<file path="src/rtl/tape_pulse_gen_if.sv">
// Byte stream feeding the tape pulse generator: a valid/ready handshake
// carrying one block byte and an end-of-block marker.
interface tape_pulse_gen_if;
  logic [7:0] byte_data;
  logic       byte_valid;
  logic       byte_last;
  logic       byte_ready;

  // Upstream buffer / FIFO side
  modport master (
    output byte_data,
    output byte_valid,
    output byte_last,
    input  byte_ready
  );

  // Pulse generator side
  modport slave (
    input  byte_data,
    input  byte_valid,
    input  byte_last,
    output byte_ready
  );
endinterface

</file>
<file path="src/rtl/tape_pulse_gen.sv">
// ZX Spectrum tape signal generator (SAVE path). Turns a block of bytes into
// a square wave on aud: pilot tone, sync1, sync2, MSB-first data bits, then
// a silent inter-block pause. All durations are given in Z80 T-states and
// converted to clk cycles at elaboration with integer truncation.
module tape_pulse_gen #(
  parameter int unsigned CLK_FREQ    = 27000000,
  parameter int unsigned TSTATE_FREQ = 3500000,
  parameter int unsigned PILOT_HDR   = 8063,
  parameter int unsigned PILOT_DATA  = 3223,
  parameter int unsigned PAUSE_MS    = 1000
) (
  input  logic             clk,
  input  logic             reset,
  input  logic             start,
  input  logic             header,
  tape_pulse_gen_if.slave  byte_if,
  output logic             aud,
  output logic             busy,
  output logic             done,
  output logic             underrun
);

  // T-states to clk cycles; 64-bit intermediate because T*CLK_FREQ
  // overflows 32 bits at the default clock.
  function automatic logic [31:0] t_to_cyc(input logic [63:0] t);
    logic [63:0] c;
    c = (t * 64'(CLK_FREQ)) / 64'(TSTATE_FREQ);
    return c[31:0];
  endfunction

  localparam logic [31:0] PILOT_LEN = t_to_cyc(64'd2168);
  localparam logic [31:0] SYNC1_LEN = t_to_cyc(64'd667);
  localparam logic [31:0] SYNC2_LEN = t_to_cyc(64'd735);
  localparam logic [31:0] BIT0_LEN  = t_to_cyc(64'd855);
  localparam logic [31:0] BIT1_LEN  = t_to_cyc(64'd1710);

  localparam logic [63:0] PAUSE_RAW = 64'(PAUSE_MS) * (64'(CLK_FREQ) / 64'd1000);
  localparam logic [31:0] PAUSE_LEN = (PAUSE_RAW == 64'd0) ? 32'd1 : PAUSE_RAW[31:0];

  // Pilot counter holds "pulses still to go after the current one".
  localparam logic [15:0] PILOT_HDR_M1  = 16'(PILOT_HDR - 1);
  localparam logic [15:0] PILOT_DATA_M1 = 16'(PILOT_DATA - 1);

  typedef enum logic [2:0] {
    IDLE,
    PILOT,
    SYNC1,
    SYNC2,
    LOAD,
    DATA,
    PAUSE
  } state_e;

  // Reload value of the level counter for one half of a data bit.
  function automatic logic [31:0] bit_len_m1(input logic b);
    return b ? (BIT1_LEN - 32'd1) : (BIT0_LEN - 32'd1);
  endfunction

  state_e      state_q,    state_d;
  logic [31:0] cnt_q,      cnt_d;       // cycles left in the current level, minus one
  logic [15:0] pulses_q,   pulses_d;    // pilot pulses remaining after this one
  logic [7:0]  shreg_q,    shreg_d;     // bit being sent is always shreg_q[7]
  logic [2:0]  bit_idx_q,  bit_idx_d;
  logic        last_q,     last_d;
  logic        half_q,     half_d;      // 1 while sending the second half of a bit
  logic        first_q,    first_d;     // LOAD reached straight from SYNC2
  logic        aud_q,      aud_d;
  logic        busy_q,     busy_d;
  logic        ready_q,    ready_d;
  logic        done_q,     done_d;
  logic        underrun_q, underrun_d;

  // Next-state and next-output logic for the whole block sequence.
  always_comb begin
    // NOTE: every signal gets a default before the case so no path can leave
    // it unassigned and infer a latch.
    state_d    = state_q;
    cnt_d      = cnt_q;
    pulses_d   = pulses_q;
    shreg_d    = shreg_q;
    bit_idx_d  = bit_idx_q;
    last_d     = last_q;
    half_d     = half_q;
    first_d    = first_q;
    aud_d      = aud_q;
    underrun_d = 1'b0;

    unique case (state_q)
      IDLE: begin
        if (start) begin
          state_d  = PILOT;
          aud_d    = ~aud_q;
          cnt_d    = PILOT_LEN - 32'd1;
          pulses_d = header ? PILOT_HDR_M1 : PILOT_DATA_M1;
        end
      end

      PILOT: begin
        if (cnt_q != 32'd0) begin
          cnt_d = cnt_q - 32'd1;
        end else begin
          aud_d = ~aud_q;
          if (pulses_q != 16'd0) begin
            pulses_d = pulses_q - 16'd1;
            cnt_d    = PILOT_LEN - 32'd1;
          end else begin
            state_d = SYNC1;
            cnt_d   = SYNC1_LEN - 32'd1;
          end
        end
      end

      SYNC1: begin
        if (cnt_q != 32'd0) begin
          cnt_d = cnt_q - 32'd1;
        end else begin
          aud_d   = ~aud_q;
          state_d = SYNC2;
          cnt_d   = SYNC2_LEN - 32'd1;
        end
      end

      // The edge closing SYNC2 already opens the first data level, so the
      // LOAD cycle lengthens that first level rather than sync2.
      SYNC2: begin
        if (cnt_q != 32'd0) begin
          cnt_d = cnt_q - 32'd1;
        end else begin
          aud_d   = ~aud_q;
          state_d = LOAD;
          first_d = 1'b1;
        end
      end

      LOAD: begin
        first_d = 1'b0;
        if (byte_if.byte_valid) begin
          shreg_d   = byte_if.byte_data;
          last_d    = byte_if.byte_last;
          bit_idx_d = 3'd7;
          half_d    = 1'b0;
          state_d   = DATA;
          cnt_d     = bit_len_m1(byte_if.byte_data[7]);
          if (!first_q) aud_d = ~aud_q;
        end else begin
          underrun_d = 1'b1;
          state_d    = PAUSE;
          aud_d      = 1'b0;
          cnt_d      = PAUSE_LEN - 32'd1;
        end
      end

      DATA: begin
        if (cnt_q != 32'd0) begin
          cnt_d = cnt_q - 32'd1;
        end else if (!half_q) begin
          half_d = 1'b1;
          aud_d  = ~aud_q;
          cnt_d  = bit_len_m1(shreg_q[7]);
        end else if (bit_idx_q != 3'd0) begin
          half_d    = 1'b0;
          aud_d     = ~aud_q;
          bit_idx_d = bit_idx_q - 3'd1;
          shreg_d   = {shreg_q[6:0], 1'b0};
          cnt_d     = bit_len_m1(shreg_q[6]);
        end else if (last_q) begin
          state_d = PAUSE;
          aud_d   = 1'b0;
          cnt_d   = PAUSE_LEN - 32'd1;
        end else begin
          // Previous level simply continues through the LOAD cycle.
          state_d = LOAD;
        end
      end

      // done is shown in the last pause cycle; the exit waits for it so that
      // a one-cycle pause after an underrun still gets a separate done pulse.
      PAUSE: begin
        if (cnt_q != 32'd0) begin
          cnt_d = cnt_q - 32'd1;
        end else if (done_q) begin
          state_d = IDLE;
        end
      end

      default: state_d = IDLE;
    endcase

    done_d  = (state_d == PAUSE) && (cnt_d == 32'd0) && !underrun_d;
    busy_d  = (state_d != IDLE);
    ready_d = (state_d == LOAD);
  end

  // State and registered outputs, synchronous reset.
  always_ff @(posedge clk) begin
    if (reset) begin
      state_q    <= IDLE;
      cnt_q      <= '0;
      pulses_q   <= '0;
      shreg_q    <= '0;
      bit_idx_q  <= '0;
      last_q     <= 1'b0;
      half_q     <= 1'b0;
      first_q    <= 1'b0;
      aud_q      <= 1'b0;
      busy_q     <= 1'b0;
      ready_q    <= 1'b0;
      done_q     <= 1'b0;
      underrun_q <= 1'b0;
    end else begin
      // NOTE: non-blocking assignments so every flop samples the values from
      // before this edge, independent of statement order.
      state_q    <= state_d;
      cnt_q      <= cnt_d;
      pulses_q   <= pulses_d;
      shreg_q    <= shreg_d;
      bit_idx_q  <= bit_idx_d;
      last_q     <= last_d;
      half_q     <= half_d;
      first_q    <= first_d;
      aud_q      <= aud_d;
      busy_q     <= busy_d;
      ready_q    <= ready_d;
      done_q     <= done_d;
      underrun_q <= underrun_d;
    end
  end

  assign aud                = aud_q;
  assign busy               = busy_q;
  assign done               = done_q;
  assign underrun           = underrun_q;
  assign byte_if.byte_ready = ready_q;

endmodule

</file>
<file path="src/flat_wrapper.sv">
// flat-port wrapper written by rule: the top's interface ports become plain ports
module tape_pulse_gen_flat 
#(
  parameter int unsigned CLK_FREQ    = 27000000,
  parameter int unsigned TSTATE_FREQ = 3500000,
  parameter int unsigned PILOT_HDR   = 8063,
  parameter int unsigned PILOT_DATA  = 3223,
  parameter int unsigned PAUSE_MS    = 1000
)
  (clk, reset, start, header, aud, busy, done, underrun, byte_if_byte_data, byte_if_byte_valid, byte_if_byte_last, byte_if_byte_ready);
  tape_pulse_gen_if byte_if_i ();
  input  logic clk;
  input  logic reset;
  input  logic start;
  input  logic header;
  output logic aud;
  output logic busy;
  output logic done;
  output logic underrun;
  input wire logic [$bits(byte_if_i.byte_data)-1:0] byte_if_byte_data;
  input wire logic [$bits(byte_if_i.byte_valid)-1:0] byte_if_byte_valid;
  input wire logic [$bits(byte_if_i.byte_last)-1:0] byte_if_byte_last;
  output wire logic [$bits(byte_if_i.byte_ready)-1:0] byte_if_byte_ready;
  assign byte_if_i.byte_data = byte_if_byte_data;
  assign byte_if_i.byte_valid = byte_if_byte_valid;
  assign byte_if_i.byte_last = byte_if_byte_last;
  assign byte_if_byte_ready = byte_if_i.byte_ready;
  tape_pulse_gen #(.CLK_FREQ(CLK_FREQ), .TSTATE_FREQ(TSTATE_FREQ), .PILOT_HDR(PILOT_HDR), .PILOT_DATA(PILOT_DATA), .PAUSE_MS(PAUSE_MS)) u_core (.clk(clk), .reset(reset), .start(start), .header(header), .byte_if(byte_if_i), .aud(aud), .busy(busy), .done(done), .underrun(underrun));
endmodule
</file>
<file path="config.mk">
export PLATFORM = sky130hd
export DESIGN_NAME = tape_pulse_gen_flat
export DESIGN_NICKNAME = d
export VERILOG_FILES = /design/src/rtl/tape_pulse_gen_if.sv /design/src/rtl/tape_pulse_gen.sv /design/src/flat_wrapper.sv
export SDC_FILE = /design/constraint.sdc
export NUM_CORES = 1
export LEC_CHECK = 0
export CORE_MARGIN = 5
export CORE_UTILIZATION = 46
export DETAILED_ROUTE_END_ITERATION = 12
export PLACE_DENSITY_LB_ADDON = 0.25
export SLEW_MARGIN = 20
export SYNTH_ARGS = -nofsm -noshare
export SYNTH_HDL_FRONTEND = slang
export SYNTH_SLANG_ARGS = --single-unit
</file>
<file path="constraint.sdc">
create_clock -name clk -period 3.3 [get_ports clk]
set_input_delay 0.99 -clock clk [delete_from_list [all_inputs] [get_ports clk]]
set_output_delay 0.99 -clock clk [all_outputs]
set_load 0.02 [all_outputs]
</file>
# [Word level (Yosys, flattened, before mapping)]
# Cells that the tools add are included.
[totals] reg_bits=70 latch_bits=0 ram_bits=0 romBits=0 inputBits=14 output_inout_bits=5 elab_cells=117 n_memories=0
[classes] add_sub_neg=3 n_mul=0 n_div=0 order_cmp=0 n_eq_ne=19 shift=0 muxes=60 bitwise=1 n_reduce_logical=21
[ops] op="two-way mux 32 bit" count=9
[ops] op="case mux 32 bit (6 select lines)" count=1
[ops] op="two-way mux 16 bit" count=3
[ops] op="two-way mux 14 bit" count=3
[ops] op="two-way mux 3 bit" count=14
[ops] op="zero test 32 bit" count=1
[ops] op="two-way mux 8 bit" count=4
[ops] op="case mux 16 bit (2 select lines)" count=1
[ops] op="nonzero test 32 bit" count=1
[ops] op="subtractor 32 x 1 -> 32 bit, second input constant" count=1
[ops] op="case mux 3 bit (7 select lines)" count=1
[ops] op="case mux 8 bit (2 select lines)" count=1
[ops] op="nonzero test 16 bit" count=1
[ops] op="subtractor 16 x 1 -> 16 bit, second input constant" count=1
[ops] op="== test 3 bit, second input constant" count=5
[ops] op="two-way mux 1 bit" count=15
[ops] op="two-way mux 15 bit" count=1
[ops] op="two-way mux 13 bit" count=1
[ops] op="inequality test 2 bit, second input constant" count=6
[ops] op="== test 3 x 2 -> 1 bit, second input constant" count=2
[ops] op="inequality test 2 x 1 -> 1 bit, second input constant" count=3
[ops] op="case mux 3 bit (2 select lines)" count=1
[ops] op="AND reduction 6 bit" count=1
[ops] op="nonzero test 2 bit" count=3
[ops] op="19 further kinds" count=24

# [Longest topological paths before layout]
# Gate-level depths: netlist of run 1.
[logic_depth] depth_word=8 depth_mapped=18

# [Least setup slack after synthesis of run 1]
# OpenSTA, ideal clock, no wires.
[synth_path] kind="register -> register" from="register u_core.cnt_q[16]" to="register u_core.done_q (netlist: u_core.done)" setup_ns=0.088 t_arrival_ns=2.887 setup_slack_ns=0.325 path_stages_with_launch=15 period_less_slack_ns=2.975 path_cell_list="dfxtp_1 nor4_2 nand3_1 nor4_4 inv_2 buf_2 buf_2 ha_1 a211oi_1 o31ai_1 a31oi_1 nand4_1 nor4_1 nand4_1 nor4_2"
[synth_via] elab_chain_cells=8 elab_cells_between_ends=21
[synth_rtl] element="start: declaration" line="tape_pulse_gen.sv:60" text="logic [31:0] cnt_q, cnt_d;"
[synth_rtl] element="start signal: assignment" line="tape_pulse_gen.sv:214" text="cnt_q <= cnt_d;"
[synth_rtl] element="parallel branches: the longest is 6 deep, another holds subtractor 32 x 1 -> 32 bit"
[synth_rtl] element="logical AND 1 bit (*) (2 in a row)" line="tape_pulse_gen.sv:189" text="done_d = (state_d == PAUSE) && (cnt_d == 32'd0) && !underrun_d;"
[synth_rtl] element="end signal: assignment" line="tape_pulse_gen.sv:224" text="done_q <= done_d;"
[synth_rtl] element="end: declaration" line="tape_pulse_gen.sv:70" text="logic done_q, done_d;"
# Every way passes the cells marked *.
# A chain may end at the register's enable or synchronous reset.

# [Final worst setup path of run 1]
[layout_path] from="register u_core.cnt_q[27]" to="register u_core.done_q (netlist: u_core.done)"
# The elaborated chain is that of the path after synthesis.

==> results of run 1 <==
cell usage after synthesis, types with 4 or more instances:
library cell and instances:
nand2_1 67, o21ai_1 4, o21a_1 4, nand3b_1 4, and4_1 4, and2_1 10, clkbuf_1 41, nor3_1 24
nand4_1 11, a31oi_1 14, a21oi_1 55, buf_2 6, or4_1 4, nor4_1 14, nor3b_1 4, a311oi_1 16
o211ai_1 4, nor2_1 100, dfxtp_1 70, a211oi_1 11, o31ai_1 4, nand3_1 26, inv_1 16, and3_1 5
nand2b_1 9, ha_1 6, xnor2_1 7, nor4_2 4, or3_1 14, o21ai_0 45, a22oi_1 7, o22ai_1 8
mux2i_1 9, nor2b_1 9
routing by layer:
layer  up-vias  wire length [um]  global-route usage
met3        75              1310              0.0556
met2       319              8450               0.460
met5         -                 0                   0
li1       2647                 -                   -
met4         0               930               0.171
met1      2666              7460               0.345
sequential cells by signal, summed over array words and instances, names as in the netlist, 3 cells and up:
| name | count |
|---|---|
| u_core.bit_idx_q | 3 |
| u_core.shreg_q | 8 |
| u_core.cnt_q | 32 |
| u_core.pulses_q | 16 |
| u_core.state_q | 3 |
worst max-delay path, delay by kind of cell (launching register included):
| kind | cells | cell delay, ns |
|---|---|---|
| and+or+nand+nor | 7 | 1.82 |
| AOI/OAI and AO/OA | 2 | 0.45 |
| buffers and inverters | 2 | 0.44 |
| DFF | 1 | 0.35 |
through the flow:
step	total power [mW]	worst slack [ns]	area [sq um]
CTS	4.70	0.0513	5810
detailed placement	3.84	-0.222	5560
floorplan	2.90	0.325	4880
global route	5.09	0.0159	5840
finish	4.80	0.158	5840
global placement	3.82	-0.238	5560
cells by family (layout without fill, tap and decap cells):
family / count (synthesis) / count (layout) / synth area share
muxes: 9 / 9 / 0.0185
adders and majority gates: 8 / 8 / 0.0195
AOI/OAI and AO/OA: 203 / 203 / 0.268
DFF: 70 / 70 / 0.287
buffers and inverters: 67 / 124 / 0.0531
xor gates and xnor gates: 9 / 9 / 0.0162
and+or+nand+nor: 323 / 323 / 0.338
area by class of cell:
| cell class | count | share of cell area |
|---|---|---|
| multi-input cells | 552 | 0.556 |
| inverters | 17 | 0.0109 |
| well taps | 136 | 0.0292 |
| repair buffers | 91 | 0.124 |
| clock inverters | 6 | 0.0161 |
| flip-flops and latches | 70 | 0.240 |
| clock buffers | 10 | 0.0236 |
timing repair:
item,4_1_cts,5_1_grt
endpoints found under the hold margin,0,0
cloned,0,0
setup buffers,2,0
setup endpoints to repair,1,1
resized for setup,1,4
pin swaps,1,0
where the power goes:
part           switching, mW  leakage, nW  total, mW  internal, mW
logic                   1.66         1.50       2.77          1.11
registers              0.217        0.570       1.20         0.988
clock network          0.373        0.113      0.824         0.451
worst min path at each step:
| stage | end | slack (ns) | cells after the start |
|---|---|---|---|
| 2_1_floorplan | u_core.shreg_q[1] | 0.45 | 2 |
| 3_3_place_gp | u_core.shreg_q[1] | 0.46 | 2 |
| 3_5_place_dp | u_core.shreg_q[4] | 0.48 | 2 |
| 4_1_cts | u_core.shreg_q[4] | 0.49 | 2 |
| 5_1_grt | u_core.shreg_q[3] | 0.52 | 2 |
| 6_report | u_core.shreg_q[4] | 0.49 | 2 |
==> metrics.csv, run 1 <==
metric,value,unit
GRT Total Usage,0.283,
grt ovf,0,
"most common cell after layout, fill and taps aside",nor2_1,
Buffers on Ports,18,
Sequential Area,1400,sq um
worst path required time,3.59,ns
Final HPWL DP,13400,um
vias in the first global route,5428,
total negative slack,0,ns
Starting Density,0.473,
placed cells,864,
synthesis-stage register bit count,70,
Final Skew,0.0139,ns
post-synth top area cell,dfxtp_1,
"antenna viol nets, final",0,
global-route wire length before repair,28400,um
Clock transition at path regs,0.08,ns
Post-route DRC,0,
initial antenna violation count,0,
max-cap violation count,0,
Worst Setup Start Kind,flop,
critical path launch point,u_core.cnt_q[27],
Max Clock Freq,318,MHz
count of different cell masters after synthesis,64,
Syn Area/Cell,7.08,sq um
"EDFF count, synth",0,
Die Y,113,um
# hold bufs at CTS,0,
launching point of the worst reg2reg path,u_core.cnt_q[27],
fin. max-slew vios,0,
clock root buffer,clkbuf_8,
clk buf depth,2,
hold_sp,u_core.shreg_q[3],
vias post-DR,5707,
clock sinks,70,
FP Rows,37,
largest net degree at the start of global routing,69,
# diodes,0,
RSZ-0062 raised after global routing,false,
most frequent cells in the layout,"nor2_1 (100), buf_4 (73), dfxtp_1 (70)",
WHS,0.487,ns
syn nets,709,
drt wl/cell,20.6,um
Multi-input gate area,3250,sq um
drt total wl,18200,um
post-synthesis cell count,689,
Pwr Density,822,nW/um^2
crit path to,u_core.done,
Synthesis Warnings,0,
asr flop ratio synth,0,
Synth area leaders,"dfxtp_1 (29%), nor2_1 (7.7%), a21oi_1 (5.6%)",
layout cell share with drive strength beyond 1,0.149,
outcome,finished clean,
Top Ports,19,
Final Util,0.565,
mapped cell area,4880,sq um
static leakage,2.18,nW
final setup fails,0,
initial DRC count,625,
total clock buffers created by CTS,9,
Non-Filler Instances,882,
Worst R2R Setup Slack,0.16,ns
H-tree depth,3,
Worst Reg-to-Reg Cells,11,
crit-path cells,nor4_2 > nand3_2 > nor4_4 > buf_4 > buf_4 > o21ai_0 > nor3b_1 > o221a_1 > nor4_2 > nand4_1 > nor4_2,
top-area cell type share of the netlist area,0.287,
max_slew headroom,0.484,
CP max stage cell,nor4_2,
Initial DRT Pass Iterations,5,
RR Endpoint,u_core.done,
Peak VDD IR,0.000661,V
CP most frequent cell,nor4_2,
"slowest stage delay, CP",0.42,ns
Critical Path Sink Type,flop,
Final Hold Vio Count,0,
Final Critical Period,3.14,ns
Nets,761,
fillers,1011,
Setup Crit Path Kind,flop to flop,
Tightest Hold Check Type,flop to flop,
worst slew pin tran,0.771,ns
clock latency on the worst-skew pair,0.39,ns
CTS tree,done,
sequential share of the synthesized area,0.287,
crit share post-route,0.952,
Synth Flop Type,dfxtp_1,
area grow syn2layout,19.6,%
DIE WIDTH,113,um
CP max FO,18,
Placeable Area,10300,sq um
die area,12800,sq um
global placement routability congestion,0.993,
Worst EP arrival,3.44,ns
drt via density,6.47,
(Power assumes the default switching activity.)
==> inputs of run 2 (changes only) <==
- CORE_ASPECT_RATIO: unset -> 1.2
==> run 2 against run 1 <==
Net effect: via count down 0.14%; sequential share of layout area down 0.61 points; global-route usage up 0.35 points; largest cell class unchanged; critical path type unchanged; hold slack worse by 0.0040 ns; worst setup slack worse by 0.0035 ns; non-clock buffer count up 12.
==> metrics.csv, run 2 (synthesized netlist as in run 1, its figures left out) <==
metric,value,unit,change
Final Hold Vio Count,0,,unchanged
clock power share,0.206,,+0.034
cell internal pwr,2.79,mW,+9.5%
clock latency on the worst-skew pair,0.34,ns,-0.05 ns
Initial DRT Pass Iterations,6,,+1
vias post-DR,5699,,-0.14%
initial DRC count,411,,-34%
Top Ports,19,,unchanged
max-cap violation count,0,,unchanged
max_slew headroom,0.462,,-0.0222
crit share post-route,0.953,,+0.00107
die area,12800,sq um,about the same
Worst R2R Setup Slack,0.15,ns,about the same
# diodes,0,,unchanged
fillers,1032,,+2.1%
grt ovf,0,,unchanged
GRT Total Usage,0.287,,+0.00352
combinational power share,0.555,,-0.022
launching point of the worst reg2reg path,u_core.cnt_q[18],,
DP Area,5620,sq um,+1.1%
# hold bufs at CTS,0,,unchanged
NetSw,2.26,mW,+0.59%
DIE WIDTH,104,um,-7.9%
Biggest register,u_core.cnt_q,,
Starting Density,0.466,,-0.00638
fin. max-slew vios,0,,unchanged
Setup Crit Path Kind,flop to flop,,
critical path launch point,u_core.cnt_q[18],,
global placement routability congestion,1.06,,+6.6%
Flop pwr share,0.239,,-0.012
Worst Reg-to-Reg Cells,10,,-1
static leakage,2.27,nW,+4.1%
worst hold stages,2,,unchanged
vias in the first global route,5511,,+1.5%
outcome,finished clean,,
Final Skew,0.00894,ns,-0.00493 ns
placed cells,866,,+0.23%
WHS,0.483,ns,-0.00395 ns
Final Critical Period,3.15,ns,+0.00353 ns
Clock transition at path regs,0.06,ns,-0.02 ns
initial antenna violation count,0,,unchanged
Buffers on Ports,18,,unchanged
Post-route DRC,0,,unchanged
Placeable Area,10500,sq um,+1.4%
Peak VDD IR,0.000360,V,-46%
Worst Setup Start Kind,flop,,
layout cell share with drive strength beyond 1,0.158,,+0.00952
clk buf depth,2,,unchanged
"antenna viol nets, final",0,,unchanged
total clock buffers created by CTS,9,,unchanged
drt wl/cell,20.8,um,+0.90%
worst slew pin tran,0.805,ns,+0.0332 ns
"most common cell after layout, fill and taps aside",nor2_1,,
CTS tree,done,,
Metal-1 WL,7130,um,-4.4%
highest metal used,met4,,
largest net degree at the start of global routing,69,,unchanged
Tightest Hold Check Type,flop to flop,,
RR Endpoint,u_core.done,,
drt via density,6.43,,-0.70%
biggest regs,"u_core.cnt_q x32, u_core.pulses_q x16, u_core.shreg_q x8",,
max FFs per register,32,,unchanged
Die Y,123,um,+8.7%
Pwr Total,5.05,mW,+5.3%
Nets,773,,+1.6%
drt total wl,18400,um,+1.5%
Critical Path Sink Type,flop,,
FP Rows,41,,+11%
clock sinks,70,,unchanged
met3 wire length,1260,um,-4.0%
CP max FO,4,,-14
Max Clock Freq,318,MHz,-0.11%
H-tree depth,3,,unchanged
global-route wire length before repair,29200,um,+2.5%
Non-Filler Instances,887,,+0.57%
metal2 WL,8820,um,+4.4%
crit path to,u_core.done,,
RSZ-0062 raised after global routing,false,,
area grow syn2layout,22.7,%,
final instance area,5990,sq um,+2.6%
worst path required time,3.54,ns,-0.05 ns
Pwr Density,844,nW/um^2,+2.7%
Final HPWL DP,13800,um,+3.2%
final setup fails,0,,unchanged
most frequent cells in the layout,"nor2_1 (100), buf_4 (85), dfxtp_1 (70)",,
clock root buffer,clkbuf_16,,
sw frac,0.447,,-0.0211
Worst EP arrival,3.39,ns,-0.05 ns
run 2: cell count changes in the layout (fill, tap and decap cells not counted), sizes merged:
| cell | before | now |
|---|---|---|
| buf | 74 | 86 |
| clkinv | 2 | 3 |
| inv | 18 | 17 |
run 2: final cells by class:
class                   count  area (sq um)  share of cell area
multi-input cells         552          3230               0.540
well taps                 129           161              0.0270
repair buffers            103           813               0.136
clock inverters             6          86.3              0.0144
clock buffers              10           229              0.0382
flip-flops and latches     70          1400               0.234
inverters                  17          63.8              0.0107
run 2: power by group through the flow:
stage | clock network (mW) | logic, mW | registers [mW]
2_1_floorplan | 0 | 1.75 | 1.15
3_3_place_gp | 0 | 2.69 | 1.21
3_5_place_dp | 0 | 2.70 | 1.21
4_1_cts | 1.06 | 2.72 | 1.20
5_1_grt | 1.11 | 3.03 | 1.23
6_report | 1.04 | 2.81 | 1.21
run 2: layer usage:
layer	vias up	GRT usage
met5	-	0
met4	0	0.184
met3	77	0.0473
met2	277	0.496
met1	2678	0.329
li1	2667	-
run 2: worst min path at each step:
stage	startpoint	end	slack (ns)
CTS	u_core.shreg_q[3]	u_core.shreg_q[4]	0.49
finish	u_core.shreg_q[5]	u_core.shreg_q[6]	0.48
detailed placement	u_core.shreg_q[0]	u_core.shreg_q[1]	0.48
global placement	u_core.shreg_q[0]	u_core.shreg_q[1]	0.46
global route	u_core.shreg_q[5]	u_core.shreg_q[6]	0.50
floorplan	u_core.shreg_q[0]	u_core.shreg_q[1]	0.45
run 2: timing repair:
| item | 4_1_cts | 5_1_grt |
|---|---|---|
| setup buffers | 0 | 5 |
| setup endpoints to repair | 0 | 1 |
| resized for setup | 0 | 4 |
run 2: critical path, cell delays in order (launching register included):
cell and delay, ns:
dfxtp_1 0.33, nor4_2 0.49, nand3_1 0.20, nor4_4 0.28
inv_2 0.11, maj3_1 0.44, a211oi_1 0.39, o21ai_1 0.17
a211oi_1 0.30, nand4_1 0.16, nor4_2 0.18
run 2: per-stage QoR:
stage	setup TNS (ns)	utilization	worst slack [ns]
final	0	0.572	0.154
after floorplan	0	-	0.325
after CTS	0	0.567	0.109
after global routing	0	0.572	0.00312
after global placement	-0.0890	0.537	-0.0890
after detailed placement	-0.152	0.537	-0.152
